===== config.mk =====
export PLATFORM = sky130hd
export DESIGN_NAME = traffic_phase_sequencer
export DESIGN_NICKNAME = d
export VERILOG_FILES = /design/src/rtl/traffic_phase_sequencer.sv
export SDC_FILE = /design/constraint.sdc
export NUM_CORES = 1
export LEC_CHECK = 0
export ABC_CLOCK_PERIOD_IN_PS = 3400
export CAP_MARGIN = 20
export CORE_MARGIN = 8
export CORE_UTILIZATION = 45
export DETAILED_ROUTE_END_ITERATION = 10
export PLACE_DENSITY = 0.74
export SETUP_SLACK_MARGIN = 0.2
export SYNTH_ARGS = -nofsm -noshare
export SYNTH_HDL_FRONTEND = slang
export SYNTH_SLANG_ARGS = --single-unit

===== constraint.sdc =====
create_clock -name clk -period 3.4 [get_ports clk]
set_clock_uncertainty 0.1 [all_clocks]
set_input_delay 0.51 -clock clk [delete_from_list [all_inputs] [get_ports clk]]
set_output_delay 0.51 -clock clk [all_outputs]
set_load 0.005 [all_outputs]

===== src/rtl/traffic_phase_sequencer.sv =====
`default_nettype none
// +----------------------------------------------------------------------------+
// | Module      : traffic_phase_sequencer                                      |
// | Description : Two-approach intersection phase sequencer. Walks the         |
// |               green / yellow / all-red cycle on a tick-driven countdown,   |
// |               inserts a pedestrian walk phase on request, flashes the      |
// |               lamps at night and forces all-red on emergency.              |
// | Ports       : clk       - system clock, rising edge                        |
// |               rst       - asynchronous active-high reset                   |
// |               tick      - one-cycle time-base strobe                       |
// |               mode      - 11 emergency, 10 pedestrian, 01 day, 00 night    |
// |               ns_light  - {red,yellow,green} north-south (registered)      |
// |               ew_light  - {red,yellow,green} east-west (registered)        |
// |               walk      - pedestrian walk lamp (registered)                |
// |               phase     - current state code (registered)                  |
// |               remaining - timer value, only with TRAFFIC_PHASE_COUNTDOWN_EN |
// | Options     : define TRAFFIC_PHASE_COUNTDOWN_EN to add the countdown port  |
// | Revision    : 1.0 - initial release                                        |
// +----------------------------------------------------------------------------+
module traffic_phase_sequencer #(
  parameter int GREEN_TICKS  = 8,
  parameter int YELLOW_TICKS = 3,
  parameter int ALLRED_TICKS = 1,
  parameter int WALK_TICKS   = 5,
  parameter int BLINK_TICKS  = 2,
  parameter int TW           = 8
) (
  input  logic          clk,
  input  logic          rst,
  input  logic          tick,
  input  logic [1:0]    mode,
  output logic [2:0]    ns_light,
  output logic [2:0]    ew_light,
  output logic          walk,
  output logic [3:0]    phase
`ifdef TRAFFIC_PHASE_COUNTDOWN_EN
  ,
  output logic [TW-1:0] remaining
`endif
);

  typedef enum logic [3:0] {
    AR_TO_NS  = 4'd0,
    NS_GREEN  = 4'd1,
    NS_YELLOW = 4'd2,
    AR_TO_EW  = 4'd3,
    EW_GREEN  = 4'd4,
    EW_YELLOW = 4'd5,
    PED_WALK  = 4'd6,
    NIGHT     = 4'd7,
    EMERGENCY = 4'd8
  } state_t;

  localparam logic [1:0] MODE_NIGHT = 2'b00;
  localparam logic [1:0] MODE_PED   = 2'b10;
  localparam logic [1:0] MODE_EMERG = 2'b11;

  localparam logic [TW-1:0] GREEN_LOAD  = TW'(GREEN_TICKS - 1);
  localparam logic [TW-1:0] YELLOW_LOAD = TW'(YELLOW_TICKS - 1);
  localparam logic [TW-1:0] ALLRED_LOAD = TW'(ALLRED_TICKS - 1);
  localparam logic [TW-1:0] WALK_LOAD   = TW'(WALK_TICKS - 1);
  localparam logic [TW-1:0] BLINK_LOAD  = TW'(BLINK_TICKS - 1);

  localparam logic [2:0] LAMP_RED    = 3'b100;
  localparam logic [2:0] LAMP_YELLOW = 3'b010;
  localparam logic [2:0] LAMP_GREEN  = 3'b001;

  state_t        state;
  logic [TW-1:0] timer;
  logic          ped_pending;
  logic          dest_ns;      // walk phase returns to NS green when set
  logic          blink;
  logic [TW-1:0] blink_timer;

  state_t        state_nxt;
  logic [TW-1:0] timer_nxt;
  logic          ped_nxt;
  logic          dest_nxt;
  logic          blink_nxt;
  logic [TW-1:0] blink_timer_nxt;
  logic [2:0]    ns_nxt;
  logic [2:0]    ew_nxt;
  logic          walk_nxt;

  logic expire;
  logic emerg;
  logic timed;

  assign expire = tick && (timer == '0);
  assign emerg  = (mode == MODE_EMERG);
  assign timed  = (state == AR_TO_NS) || (state == NS_GREEN) || (state == NS_YELLOW) ||
                  (state == AR_TO_EW) || (state == EW_GREEN) || (state == EW_YELLOW) ||
                  (state == PED_WALK);

  // Next-state, timer and side-state computation
  always_comb begin
    state_nxt       = state;
    timer_nxt       = timer;
    ped_nxt         = ped_pending | (mode == MODE_PED);
    dest_nxt        = dest_ns;
    blink_nxt       = blink;
    blink_timer_nxt = blink_timer;

    case (state)
      AR_TO_NS, AR_TO_EW: begin
        if (emerg) begin
          state_nxt = EMERGENCY;
        end else if (expire) begin
          if (ped_pending) begin
            state_nxt = PED_WALK;
            dest_nxt  = (state == AR_TO_NS);
          end else if (mode == MODE_NIGHT) begin
            state_nxt = NIGHT;
          end else begin
            state_nxt = (state == AR_TO_NS) ? NS_GREEN : EW_GREEN;
          end
        end
      end
      // Emergency cuts a green short but still passes through yellow
      NS_GREEN:  if (emerg || expire) state_nxt = NS_YELLOW;
      EW_GREEN:  if (emerg || expire) state_nxt = EW_YELLOW;
      // A yellow always runs its full time
      NS_YELLOW: if (expire) state_nxt = emerg ? EMERGENCY : AR_TO_EW;
      EW_YELLOW: if (expire) state_nxt = emerg ? EMERGENCY : AR_TO_NS;
      PED_WALK: begin
        if (emerg) begin
          state_nxt = EMERGENCY;
        end else if (expire) begin
          state_nxt = dest_ns ? NS_GREEN : EW_GREEN;
        end
      end
      NIGHT: begin
        if (emerg) begin
          state_nxt = EMERGENCY;
        end else if (mode != MODE_NIGHT) begin
          state_nxt = AR_TO_NS;
        end else if (tick) begin
          if (blink_timer == '0) begin
            blink_nxt       = ~blink;
            blink_timer_nxt = BLINK_LOAD;
          end else begin
            blink_timer_nxt = blink_timer - TW'(1);
          end
        end
      end
      EMERGENCY: if (!emerg) state_nxt = AR_TO_NS;
      default:   state_nxt = AR_TO_NS;
    endcase

    // Entry actions; an unused code always counts as a change of state
    if (state_nxt != state) begin
      case (state_nxt)
        AR_TO_NS, AR_TO_EW:   timer_nxt = ALLRED_LOAD;
        NS_GREEN, EW_GREEN:   timer_nxt = GREEN_LOAD;
        NS_YELLOW, EW_YELLOW: timer_nxt = YELLOW_LOAD;
        PED_WALK:             timer_nxt = WALK_LOAD;
        default:              timer_nxt = '0;
      endcase
      // Clearing on walk entry overrides a same-cycle request
      if (state_nxt == PED_WALK) ped_nxt = 1'b0;
      if (state_nxt == NIGHT) begin
        blink_nxt       = 1'b1;
        blink_timer_nxt = BLINK_LOAD;
      end
    end else if (timed && tick && (timer != '0)) begin
      timer_nxt = timer - TW'(1);
    end
  end

  // Lamp decode from the state being entered, so outputs are registered
  always_comb begin
    ns_nxt   = LAMP_RED;
    ew_nxt   = LAMP_RED;
    walk_nxt = 1'b0;
    case (state_nxt)
      NS_GREEN:  ns_nxt = LAMP_GREEN;
      NS_YELLOW: ns_nxt = LAMP_YELLOW;
      EW_GREEN:  ew_nxt = LAMP_GREEN;
      EW_YELLOW: ew_nxt = LAMP_YELLOW;
      PED_WALK:  walk_nxt = 1'b1;
      NIGHT: begin
        ns_nxt = {1'b0, blink_nxt, 1'b0};
        ew_nxt = {blink_nxt, 2'b00};
      end
      default: ;
    endcase
  end

  always_ff @(posedge clk or posedge rst) begin
    if (rst) begin
      state       <= AR_TO_NS;
      timer       <= ALLRED_LOAD;
      ped_pending <= 1'b0;
      dest_ns     <= 1'b1;
      blink       <= 1'b0;
      blink_timer <= '0;
      ns_light    <= LAMP_RED;
      ew_light    <= LAMP_RED;
      walk        <= 1'b0;
      phase       <= AR_TO_NS;
    end else begin
      state       <= state_nxt;
      timer       <= timer_nxt;
      ped_pending <= ped_nxt;
      dest_ns     <= dest_nxt;
      blink       <= blink_nxt;
      blink_timer <= blink_timer_nxt;
      ns_light    <= ns_nxt;
      ew_light    <= ew_nxt;
      walk        <= walk_nxt;
      phase       <= state_nxt;
    end
  end

`ifdef TRAFFIC_PHASE_COUNTDOWN_EN
  // Untimed states show zero rather than a stale timer value
  always_ff @(posedge clk or posedge rst) begin
    if (rst) begin
      remaining <= ALLRED_LOAD;
    end else if ((state_nxt == NIGHT) || (state_nxt == EMERGENCY)) begin
      remaining <= '0;
    end else begin
      remaining <= timer_nxt;
    end
  end
`endif

endmodule
`default_nettype wire


Word-level counts from Yosys, hierarchy flattened
Index checks and enable logic that the tools add are counted.
{"block": "word_totals", "regBits": 30, "inputBits": 5}
{"block": "classes", "n_addsub": 2, "eq_ne": 17, "mux": 40, "bitwise_logic": 3, "n_reduce_logical": 21}
{"cell": "$mux 8", "n": 9}
{"cell": "$mux 4", "n": 13}
{"cell": "$eq 4x3->1 const B", "n": 8}
{"cell": "$pmux 4 s8", "n": 1}
{"cell": "$pmux 3 s3", "n": 3}
{"cell": "$logic_not 8->1", "n": 2}
{"cell": "$sub 8x1->8 const B", "n": 2}
{"cell": "$eq 4x2->1 const B", "n": 3}
{"cell": "$mux 3", "n": 4}
{"cell": "$mux 1", "n": 10}
{"cell": "$eq 4x1->1 const B", "n": 2}
{"cell": "$reduce_bool 8->1", "n": 1}
{"cell": "$logic_or 1x1->1", "n": 7}
{"cell": "$reduce_or 2->1", "n": 3}
{"cell": "$eq 2x2->1 const B", "n": 2}
{"cell": "$eq 4x4->1 const B", "n": 1}
{"cell": "$logic_not 4->1", "n": 1}
{"cell": "$ne 4x4->1", "n": 1}
{"cell": "$reduce_and 4->1", "n": 1}
{"cell": "$reduce_bool 2->1", "n": 2}
{"cell": "$logic_and 1x1->1", "n": 3}
{"cell": "$logic_not 2->1", "n": 1}
{"cell": "$not 1->1", "n": 2}
{"cell": "$or 1x1->1", "n": 1}

Depth between registers and ports, before layout
Gate-level depths: netlist of the first run.
{"block": "depth", "word_depth": 11, "depth_mapped": 10, "mapped_depth_nobuf": 10}

Worst setup path after synthesis of the first run
OpenSTA, ideal clock, no wires.
{"block": "synth_path", "path_kind": "reg2reg", "from": "register timer[2]", "to": "register blink", "setup_time_ps": 120, "arrival_ps": 2525, "t_required_ps": 3180, "slack_ps": 655, "stages_incl_launch_ff": 10, "synth_period_minus_slack_ps": 2745, "path_cell_list": "dfrtp_1 -> or4_1 -> buf_2 -> or3_4 -> a211oi_4 -> nor3_1 -> and4bb_4 -> nand3_4 -> buf_6 -> a31o_1"}
{"block": "synth_between", "elab_chain_len": 8}
{"item": "start, declared", "line": "69", "source": "logic [TW-1:0] timer;"}
{"item": "start signal, assigned", "line": "203", "source": "timer <= timer_nxt;"}
{"item": "$logic_not 8->1 (*)", "line": "89", "source": "assign expire = tick && (timer == '0);"}
{"item": "$logic_and 1x1->1 (*)", "line": "89"}
{"item": "$mux 4 (tied with other cells)", "line": "128", "source": "end else if (expire) begin"}
{"item": "$mux 4, on equally long branches"}
{"item": "$pmux 4 s8 (*)", "line": "104", "source": "case (state)"}
{"item": "$eq 4x3->1", "line": "161", "source": "if (state_nxt == NIGHT) begin"}
{"item": "$mux 1", "line": "161"}
{"item": "$mux 1 (*)", "line": "151", "source": "if (state_nxt != state) begin"}
{"item": "named net blink_nxt", "line": "79", "source": "logic blink_nxt;"}
{"item": "end signal, assigned", "line": "206", "source": "blink <= blink_nxt;"}
{"item": "end, declared", "line": "72", "source": "logic blink;"}
Mark *: on every way through the listed nets, which the timed path passes. The rest lies on a longest branch.
A chain may end at the register's enable or synchronous reset.

Worst setup path in the final report of the first run
{"block": "layout_path", "from": "register timer[2]", "to": "register timer[1]"}
{"block": "layout_between", "elab_chain_len": 9}
{"item": "$logic_not 8->1", "line": "89"}
{"item": "$logic_and 1x1->1", "line": "89"}
{"item": "$mux 4 (tied with other cells)", "line": "128"}
{"item": "$mux 4, on equally long branches"}
{"item": "$pmux 4 s8", "line": "104"}
{"item": "$eq 4x3->1 (tied with other cells)", "line": "152", "source": "case (state_nxt)"}
{"item": "$reduce_or 2->1", "line": "152"}
{"item": "$pmux 3 s3", "line": "152"}
{"item": "$mux 8", "line": "151"}
Several ways; a longest one is shown, not always the timed one.

==> results of run 1 <==
cells in the mapped netlist, drive strengths merged, types with 4 or more instances:
master	number
dfrtp	27
nor2	24
inv	13
nor3	11
nand2	10
a21oi	9
xnor2	9
a311oi	8
nand3	7
o21ai	7
xor2	6
clkbuf	5
a21o	4
and2	4
and3	4
ha	4
nor4	4
or2	4
or4	4
metal layers:
layer / GRT usage, % / vias up
met4: 5.431 / 0
met2: 20.44 / 40
met1: 17.63 / 817
met3: 4.590 / 10
met5: 0 / -
li1: - / 836
where the power goes:
group          total, W  internal (W)  switching, W
Combinational   0.00119      0.000531      0.000663
Sequential     0.000548      0.000457     0.0000904
Clock          0.000304      0.000162      0.000142
state kept, by name (all words and copies together) (netlist names):
name,count
timer,8
state,4
blink_timer,8
ns_light,3
walk,1
ew_light,3
dest_ns,1
ped_pending,1
blink,1
path summary, 6_finish.rpt:
| path | cells after the start | end | from | slack, ns |
|---|---|---|---|---|
| setup / recovery | 7 | timer[1] | timer[2] | 0.40 |
| min in group asynchronous | 3 | ped_pending | rst | 0.48 |
| hold / removal | 2 | dest_ns | dest_ns | 0.42 |
| setup reg to reg | 7 | timer[1] | timer[2] | 0.40 |
| max in group asynchronous | 3 | ns_light[2] | rst | 2.40 |
| hold reg to reg | 2 | dest_ns | dest_ns | 0.42 |
layout make-up:
type	instances	share of cell area, %
sequential	30	32.45
inverter	13	2.099
multi-input combinational	163	49.19
clock inverter	2	0.5382
timing repair buffer	24	9.365
tap	52	2.799
clock buffer	6	3.552
critical path, stage by stage, from the launching register on:
cell and delay [ns]:
dfrtp_1 0.44, or4_1 0.67, or3_4 0.46, a211oi_4 0.28
nor3_1 0.07, and4bb_4 0.34, nand3_4 0.20, mux2_2 0.34
logic make-up after synthesis:
kind of cell,count (synthesis)
AO/OA/AOI/OAI,52
AND/OR/NAND/NOR,87
multiplexers,4
adder cells (fa/ha/maj),5
flip-flops,30
XOR/XNOR,15
buffers and inverters,22
stage by stage:
stage	std cells	total power, W	instance area, um2
after global routing	290	0.002198	2325
after floorplan	215	0.001502	2041
after CTS	290	0.002042	2325
after detailed placement	282	0.001729	2230
final	290	0.002046	2325
after global placement	282	0.001719	2230
==> results.md, run 1 <==
- Post-synthesis sequential area ratio: a little under two fifths
- Setup violators final: 0
- Vias in the first global route: 1659
- Mux cell area share after synthesis: just over 2%
- Final core occ: a little over half
- Area share of and/or/nand/nor cells after synthesis: approximately 24%
- Pleak: approximately 0.97 nW
- DIE AREA: about 6900 um2
- Fmax: about 330 MHz
- Final WL: around 4500 um
- # resized after CTS: 0
- Final worst path period need: 3.005 ns
- Core Area: between 4000 and 5000 um2
- Fin. Hold Viols: 0
- Worst hold-check path type: flip-flop to flip-flop
- Largest vdd supply drop: 0.5105 mV
- Fillers: around 390
- Largest net degree at the start of global routing: 31
- Ys flop type: dfrtp_1
- Final RePlAce weighted congestion: around 1.0
- Largest family of logic cells by synthesized area: simple AND/OR/NAND/NOR gates
- Final ANT Viol Nets: 0
- Area growth syn-to-layout: 13.92%
- Port Buffers: 15
- Worst-Skew Late Latency: between 0.2 and 0.3 ns
- CTS tree: yes
- Critical path class: flip-flop to flip-flop
- Final nets: 246
- Avg Inst Size Synth: between 9 and 10 um2
- Clock sink total: 30
- Uppermost layer routed: met4
- RSZ-0062 raised after global routing: no
- Adder-Cell Fraction of Synth Area: 2.943%
- Yosys top cell area share: 33.11%
- Share of cells above drive strength 1: 18.49%
- Site row count: 24
- Asr flop ratio synth: between 90% and 100%
- Commonest non-fill, non-tap cells in the layout: dfrtp_1 (27), nor2_1 (22), clkdlybuf4s50_1 (15), inv_1 (12), nor3_1 (11)
- Initial antenna violation count: 0
- Minimum hold slack: approximately 0.42 ns
- Global-route wire length before repair: 7921 um
- CP startpoint kind: flip-flop
- Synth area leaders: dfrtp_1 (33%), nor2_1 (4.0%), dfstp_2 (3.9%)
- Total CTS buffers: 5
- # IOs: 16
- Post-DP HPWL: between 3000 and 4000 um
- Max Cap Viol: 0
- Critical Path End Type: flip-flop
- Drt first pass iters: 4
- Yosys cell types: between 60 and 70
- Max_slew headroom: approximately two thirds
- Synth Area in Compound Gates: between 20% and 30%
- CTS Buffer Depth: 2
- GRT overflow: 0
- Wire per inst: around 16 um
- Worst Tran Pin Value: slightly above 0.5 ns
- Status: finished, final reports clean
- Hold-fix buffers, CTS: 0
- Via density: just under 6
- Seq cells post-synth: 30
- Die span in y: about 83 um
- Post-Syn Nets: 224
- Clock transition at path regs: approximately 0.070 ns
- Post-route clock period utilization: roughly nine tenths
- Htree depth: 2
- Multi-input gate area: 1144 um2
- Number of synthesized flops with an enable pin: 0
- XOR/XNOR Fraction of Synth Area: under 10%
- WP data required: between 3 and 4 ns
- Via count: between 1500 and 2000
- Final Max Tran Viols: 0
- Largest area contributor in the netlist: dfrtp_1
- Root Buffer: clkbuf_8
- Mapped cell area: approximately 2000 um2
- Overall routing resource usage: a little over an eighth
- Die width: about 83 um
- DRT iter0 DRCs: slightly below 200
- Wl on met1: about 2200 um
- Metal2 WL: approximately 2000 um
- WL met3: 289 um
- Placement Setup Slack: between 0.15 and 0.2 ns
- Commonest non-fill, non-tap cell in the layout: dfrtp_1
- Initial Util: a little under half
- YS warnings: 0
- Register Area: 754.5 um2
- Power density cells: ~880 nW/um2
- Number of inserted diodes: 0
- Setup Buffers After CTS: 0
- Crit-path max FO: 17
- Crit path DAT: 3.08 ns
- Synthesized instance count: 215
- # DRC: 0
- Final setup TNS: 0 ns
- Final WS setup: around 0.4 ns
No activity file was read; power rests on OpenSTA's default activity.
==> run 2, diff against run 1 <==
--- a/config.mk
+++ b/config.mk
@@ -12,6 +12,7 @@
 export DETAILED_ROUTE_END_ITERATION = 10
 export PLACE_DENSITY = 0.74
 export SETUP_SLACK_MARGIN = 0.2
+export SLEW_MARGIN = 30
 export SYNTH_ARGS = -nofsm -noshare
 export SYNTH_HDL_FRONTEND = slang
 export SYNTH_SLANG_ARGS = --single-unit
==> results of run 2 <==
Final layout, timing and power as in run 1 (identical DEF).
==> run 3, diff against run 2 <==
--- a/config.mk
+++ b/config.mk
@@ -9,6 +9,7 @@
 export CAP_MARGIN = 20
 export CORE_MARGIN = 8
 export CORE_UTILIZATION = 45
+export CTS_CLUSTER_DIAMETER = 30
 export DETAILED_ROUTE_END_ITERATION = 10
 export PLACE_DENSITY = 0.74
 export SETUP_SLACK_MARGIN = 0.2
==> results of run 3 <==
Final layout, timing and power as in run 1 (identical DEF).
